<file path="config.mk">
export PLATFORM = sky130hd
export DESIGN_NAME = adc_avg_display
export DESIGN_NICKNAME = d
export VERILOG_FILES = /design/src/rtl/adc_avg_display.sv
export SDC_FILE = /design/constraint.sdc
export NUM_CORES = 1
export LEC_CHECK = 0
export BUFFER_PORTS_ARGS = -buffer_cell sky130_fd_sc_hd__buf_2
export CAP_MARGIN = 10
export CORE_UTILIZATION = 40
export CTS_CLUSTER_SIZE = 28
export DETAILED_ROUTE_END_ITERATION = 8
export PLACE_DENSITY = 0.65
export RECOVER_POWER = 100
export SLEW_MARGIN = 40
export SYNTH_ARGS = -nofsm -noshare
export SYNTH_HDL_FRONTEND = slang
export SYNTH_SLANG_ARGS = --single-unit
</file>
<file path="constraint.sdc">
create_clock -name i_clk -period 12.7 [get_ports i_clk]
set_input_delay 1.27 -clock i_clk [delete_from_list [all_inputs] [get_ports i_clk]]
set_output_delay 1.27 -clock i_clk [all_outputs]
set_load 0.1 [all_outputs]
</file>
<file path="src/rtl/adc_avg_display.sv">
// Moving average of the last 2^LOG2_N ADC samples, driving an 8-LED bar graph and a peak-hold register.
// One clk from accepted sample to avg/bar/peak; every strobe is accepted, clear drops a coincident sample.
module adc_avg_display #(
  parameter int LOG2_N           = 3,
  parameter int PEAK_HOLD_CYCLES = 1000
) (
  input  logic       i_clk,
  input  logic       i_rst_n,
  input  logic       i_sample_valid,
  input  logic [7:0] i_sample,
  input  logic       i_clear,
  output logic [7:0] o_avg,
  output logic       o_avg_valid,
  output logic       o_window_full,
  output logic [7:0] o_bar,
  output logic [7:0] o_peak
);

  localparam int N  = 1 << LOG2_N;
  localparam int SW = 8 + LOG2_N;
  localparam int HW = (PEAK_HOLD_CYCLES > 1) ? $clog2(PEAK_HOLD_CYCLES) : 1;

  localparam logic [HW-1:0]   HOLD_RELOAD = HW'(PEAK_HOLD_CYCLES - 1);
  localparam logic [LOG2_N:0] FILL_MAX    = (LOG2_N + 1)'(N);

  localparam logic [0:0] ST_FILLING = 1'b0;
  localparam logic [0:0] ST_RUNNING = 1'b1;

  logic [7:0]        r_buf [N];
  logic [LOG2_N-1:0] r_wptr;
  logic [LOG2_N:0]   r_fill_cnt;
  logic [SW-1:0]     r_sum;
  logic [0:0]        r_state;
  logic [7:0]        r_avg;
  logic              r_avg_valid;
  logic [7:0]        r_bar;
  logic [7:0]        r_peak;
  logic [HW-1:0]     r_hold_cnt;

  logic              w_accept;
  logic [SW-1:0]     w_sum_next;
  logic [LOG2_N:0]   w_fill_next;
  logic              w_running_next;
  logic              w_upd;
  logic [7:0]        w_avg_new;
  logic [7:0]        w_avg_cur;
  logic [8:0]        w_bar_k;
  logic [7:0]        w_bar_new;

  assign w_accept       = i_sample_valid & ~i_clear;
  // Modular arithmetic: a transient wrap in sum+sample cancels after the subtraction.
  assign w_sum_next     = r_sum + SW'(i_sample) - SW'(r_buf[r_wptr]);
  assign w_fill_next    = (r_fill_cnt == FILL_MAX) ? FILL_MAX : r_fill_cnt + (LOG2_N + 1)'(1);
  assign w_running_next = (r_state == ST_RUNNING) | (w_fill_next == FILL_MAX);
  assign w_upd          = w_accept & w_running_next;
  assign w_avg_new      = w_sum_next[SW-1:LOG2_N];
  assign w_avg_cur      = w_upd ? w_avg_new : r_avg;
  assign w_bar_k        = ({1'b0, w_avg_new} + 9'd16) >> 5;

  always_comb begin
    w_bar_new = '0;
    for (int i = 0; i < 8; i++) begin
      w_bar_new[i] = (9'(i) < w_bar_k);
    end
  end

  always_ff @(posedge i_clk) begin
    if (!i_rst_n || i_clear) begin
      for (int i = 0; i < N; i++) begin
        r_buf[i] <= '0;
      end
      r_wptr      <= '0;
      r_fill_cnt  <= '0;
      r_sum       <= '0;
      r_state     <= ST_FILLING;
      r_avg       <= '0;
      r_avg_valid <= 1'b0;
      r_bar       <= '0;
      r_peak      <= '0;
      r_hold_cnt  <= '0;
    end else begin
      r_avg_valid <= w_upd;

      if (w_accept) begin
        r_sum         <= w_sum_next;
        r_buf[r_wptr] <= i_sample;
        r_wptr        <= r_wptr + LOG2_N'(1);
        r_fill_cnt    <= w_fill_next;
        if (w_running_next) r_state <= ST_RUNNING;
      end

      if (w_upd) begin
        r_avg <= w_avg_new;
        r_bar <= w_bar_new;
      end

      // A new higher average beats hold expiry; expiry steps the peak down to the current average.
      if (w_upd && (w_avg_new > r_peak)) begin
        r_peak     <= w_avg_new;
        r_hold_cnt <= HOLD_RELOAD;
      end else if (r_hold_cnt != '0) begin
        r_hold_cnt <= r_hold_cnt - HW'(1);
      end else if (r_peak > w_avg_cur) begin
        r_peak     <= w_avg_cur;
        r_hold_cnt <= HOLD_RELOAD;
      end
    end
  end

  assign o_avg         = r_avg;
  assign o_avg_valid   = r_avg_valid;
  assign o_window_full = (r_state == ST_RUNNING);
  assign o_bar         = r_bar;
  assign o_peak        = r_peak;

endmodule

</file>
==> results.md <==
Detailed routing:
- After detailed routing, the average wire length per cell comes to 17.4 um.
- The post-detailed-route DRC marker count is 0.
- In this run the remaining antenna-violating nets after routing total 0.
- The first-pass iteration count of the detailed router is 5.
- The number of DRC markers in iteration 0 is 323.
- Using the TritonRoute via totals, the vias-per-cell ratio works out to 5.40.
- The final routed wirelength across all metal layers is 14900 um.
- The total number of vias is 4637.

Placement:
- The worst slack at placement is 6.94 ns.
- Detailed placement ended at an HPWL of 10400 um.
- During placement, the flow inserted port buffers numbering 37.
- Once placement finished, the instance area stood at 0.00691 mm2.
- The congestion estimate from routability-driven global placement came to 0.810.

STA:
- The final clock period utilization by the worst path is 0.573.
- For the final routed database, the setup TNS stands at 0 ns.
- The clock tree skew after final layout is 0.00714 ns.
- The pin slew with the least headroom to its limit is 1.98 ns.
- The setup violation total in the final timing report is 0.
- The total count of hold-check failures in the final report is 0.
- The post-layout minimum cycle time is 7.27 ns.
- Timing would allow up to 138 MHz.
- Setup repair after global routing left no endpoint under its margin.
- The max-slew violation count is 52.
- The worst hold slack after final layout is 0.449 ns.
- The final setup slack of the worst path is 5.43 ns.
- Headroom to the max-slew limit came out at -0.323.

Clock network:
- The depth of the CTS H-tree is 4.
- The number of gates resized after CTS was 0.
- The clock input transition at the sequential cells of the worst setup and hold paths is 0.06 ns.
- At the later pin of the worst-skew pair, clock insertion delay measures 0.42 ns.
- The tree is rooted in a clkbuf_16.
- In this run the deepest clock path goes through 2 buffers.
- The number of buffers added for setup after CTS is 0.
- The number of buffers added by the clock tree synthesis step is 17.
- The sink count of the clock tree is 121.
- The clock tree from TritonCTS is done.
- For this design, the CTS-stage hold fixing added 0 buffers.

Cells and area:
- In the final layout, the share of cells above drive strength 1 is 0.115.
- The net count of the finished layout is 681.
- Leaving out fill and tap cells, the most frequent cell in the layout is edfxtp_1.
- At the end of the flow the core is filled with cells to 0.465.
- The number of filler instances in the final layout is 1515.
- The synthesis-to-finish area growth is 13.8%.
- The area of all placed cells without fillers is 0.00739 mm2.
- The top cell types in the final layout, fill and taps aside, are 64 x edfxtp_1, 56 x dfxtp_1, 46 x inv_1, 40 x nor2_1, 39 x clkbuf_1.
- The count of antenna diodes in the layout is 0.

Critical path:
- The slowest stage of the critical path is the dfxtp_1 cell.
- The critical path data required time is 13.01 ns.
- The kind of critical path is reg -> reg.
- The biggest fanout along the worst timing path is 16.
- The nature of the critical path endpoint is a register.
- The data arrival time of the critical path is 7.58 ns.
- The register-to-register setup slack is 5.43 ns.
- The endpoint identified for the worst register-to-register timing path is o_peak[2]$_SDFFE_PP0P_.
- The critical path goes through mux4_2 -> mux2_2 -> fa_1 -> inv_1 -> ha_1 -> a21oi_1 -> nand4b_1 -> a31oi_1 -> mux2i_1 -> and2_0 -> clkinvlp_2 -> mux2i_1 -> ha_1 -> nand4_1 -> a21oi_1 -> o22a_1 -> a22oi_1 -> clkbuf_1 -> nor2b_1 -> a211oi_1.
- STA classifies the critical path startpoint as a register.
- The peak per-stage delay on the critical path is 1.05 ns.
- The depth of the worst register-to-register path is 20.

Global routing:
- The via count of the first global-routing pass is 4884.
- The wire length of the first global-routing pass is 25000 um.
- The initial antenna violation count came to 0.
- The largest net degree at the start of global routing is 43.
- For this run, the total global-route usage over all layers was measured as 0.199.
- After global routing the overflow that remains totals 0.

Yosys:
- The share of async-settable or async-resettable flops after synthesis is 0.
- The mean post-synth cell area is 11.0 um2.
- The post-synthesis instance area is 0.00650 mm2.
- The largest area contributor in the netlist is edfxtp_1.
- For this run, the register share of the synthesized area comes to 0.471.
- The top-area cell type share of the netlist area is 0.296.
- The count of flip-flops with a built-in enable after synthesis is 64.
- In the synthesized netlist the dominant register cell turns out to be edfxtp_1.
- The synthesized instance count is 593.
- Yosys attributes the largest share of cell area to edfxtp_1 30%, dfxtp_1 18%, ha_1 6.2%, mux4_2 5.5%, and2_1 3.6%.
- The number of different library cells in the post-synthesis netlist is 63.
- When the netlist entered floorplanning its net count stood at 645.
- The synthesized design contains 121 register bits.
- The count of yosys warnings during synthesis is 0.

Power:
- Of the total power, registers draw 0.320.
- The power density over cell area is 198 mW/mm2.
- The static leakage power is 2.77 nW.
- Of the total power, combinational logic draws 0.337.
- The share of total power dissipated in the clock network is 0.343.
- Across the VDD grid, the largest voltage drop is 0.000114 V.
- The net switching power is 0.509 mW.
- Of the total power, the share spent switching nets is 0.348.
- The internal power is 0.953 mW.

Die:
- The starting density of the core is 0.409.
- The die covers 0.0168 mm2.
- The die is 129 um tall.
- The row count is 46.
- The I/O pin total is 38.
- The floorplan step set the die width to 129 um.
- The core area is 0.0159 mm2.

Run status:
- The flow ran to the end, but the final reports show violations.
- The final reports fail on max-capacitance violations, max-slew violations.

Min path:
- The critical hold path startpoint is o_bar[3]$_SDFFE_PP0P_.
- The worst hold path passes through 2 cells.
- The tightest min-delay check is of the reg -> reg type.
- The worst hold path endpoint is o_bar[3]$_SDFFE_PP0P_.

Flow run:
- Across the run, the number of max-cap violations was 2.
## metrics by stage
step / instances / power (mW)
2_1_floorplan: 593 / 0.879
3_3_place_gp: 825 / 0.965
3_5_place_dp: 826 / 0.983
4_1_cts: 858 / 1.49
5_1_grt: 858 / 1.56
6_report: 858 / 1.46
## logic make-up (layout without fill, tap and decap cells)
kind of cell | Yosys count | after routing | share of synthesized area
AOI/OAI and AO/OA | 81 | 81 | 0.0884
xor gates and xnor gates | 16 | 16 | 0.0227
adders and majority gates | 40 | 40 | 0.0863
buffers and inverters | 77 | 126 | 0.0487
DFF | 121 | 121 | 0.471
muxes | 45 | 45 | 0.102
and+or+nand+nor | 213 | 213 | 0.180
## registers in the layout (all words and copies together), names as in the netlist, 3 cells and up, named ones only
name        cells
r_wptr          3
r_sum          11
o_bar           8
r_fill_cnt      4
r_buf          64
o_peak          8
r_hold_cnt     10
o_avg           8
## critical path: cells and delay by family, from the launching register on
kind                     cells  cell delay [ns]
AO/OA/AOI/OAI                6             1.67
adder cells (fa/ha/maj)      3             1.13
multiplexers                 4             1.55
flip-flops                   1             1.05
buffers and inverters        3             0.94
AND/OR/NAND/NOR              4             0.79
## power by group through the flow
stage | Sequential, mW | Clock, mW | Combinational (mW)
global placement | 0.474 | 0 | 0.492
CTS | 0.468 | 0.507 | 0.512
detailed placement | 0.476 | 0 | 0.508
global route | 0.472 | 0.526 | 0.559
finish | 0.468 | 0.501 | 0.493
floorplan | 0.485 | 0 | 0.393
## area by class of cell
type / instances / area [um2] / share of cell area
inverters: 47 / 178 / 0.0240
well taps: 216 / 270 / 0.0366
repair buffers: 47 / 191 / 0.0259
flip-flops and latches: 121 / 3060 / 0.415
multi-input cells: 395 / 3070 / 0.415
clock inverters: 9 / 110 / 0.0149
clock buffers: 23 / 510 / 0.0691
## synth_stat cells, drive strengths merged, types with 3 or more instances
| master | n |
|---|---|
| edfxtp | 64 |
| dfxtp | 57 |
| inv | 47 |
| nor2 | 40 |
| and2 | 37 |
| ha | 32 |
| nor3 | 27 |
| nor4 | 24 |
| nand2 | 23 |
| o21ai | 23 |
| a21oi | 22 |
| mux2i | 20 |
| clkbuf | 19 |
| mux4 | 16 |
| nor2b | 16 |
| buf | 11 |
| nand2b | 11 |
| a211oi | 10 |
| mux2 | 9 |
| xnor2 | 9 |
| fa | 8 |
| and3 | 7 |
| nand3 | 7 |
| nand4 | 7 |
| xor2 | 7 |
| a31oi | 6 |
| or3 | 3 |
## per-layer routing
metal	part of all wire	routed length [um]	track usage
met5	0	0	0
met4	0.011	170	0.0581
met3	0.047	697	0.0628
met2	0.50	7500	0.336
met1	0.44	6550	0.244
## worst max-delay path by stage
stage,startpoint,end,cells past startpoint
2_1_floorplan,register,r_hold_cnt[6]$_SDFFE_PP0P_,21
3_3_place_gp,register,o_peak[5]$_SDFFE_PP0P_,19
3_5_place_dp,i_sample[4],o_peak[2]$_SDFFE_PP0P_,20
4_1_cts,register,o_peak[2]$_SDFFE_PP0P_,20
5_1_grt,register,o_peak[2]$_SDFFE_PP0P_,20
6_report,register,o_peak[2]$_SDFFE_PP0P_,20
No activity file was read; power rests on OpenSTA's default activity.
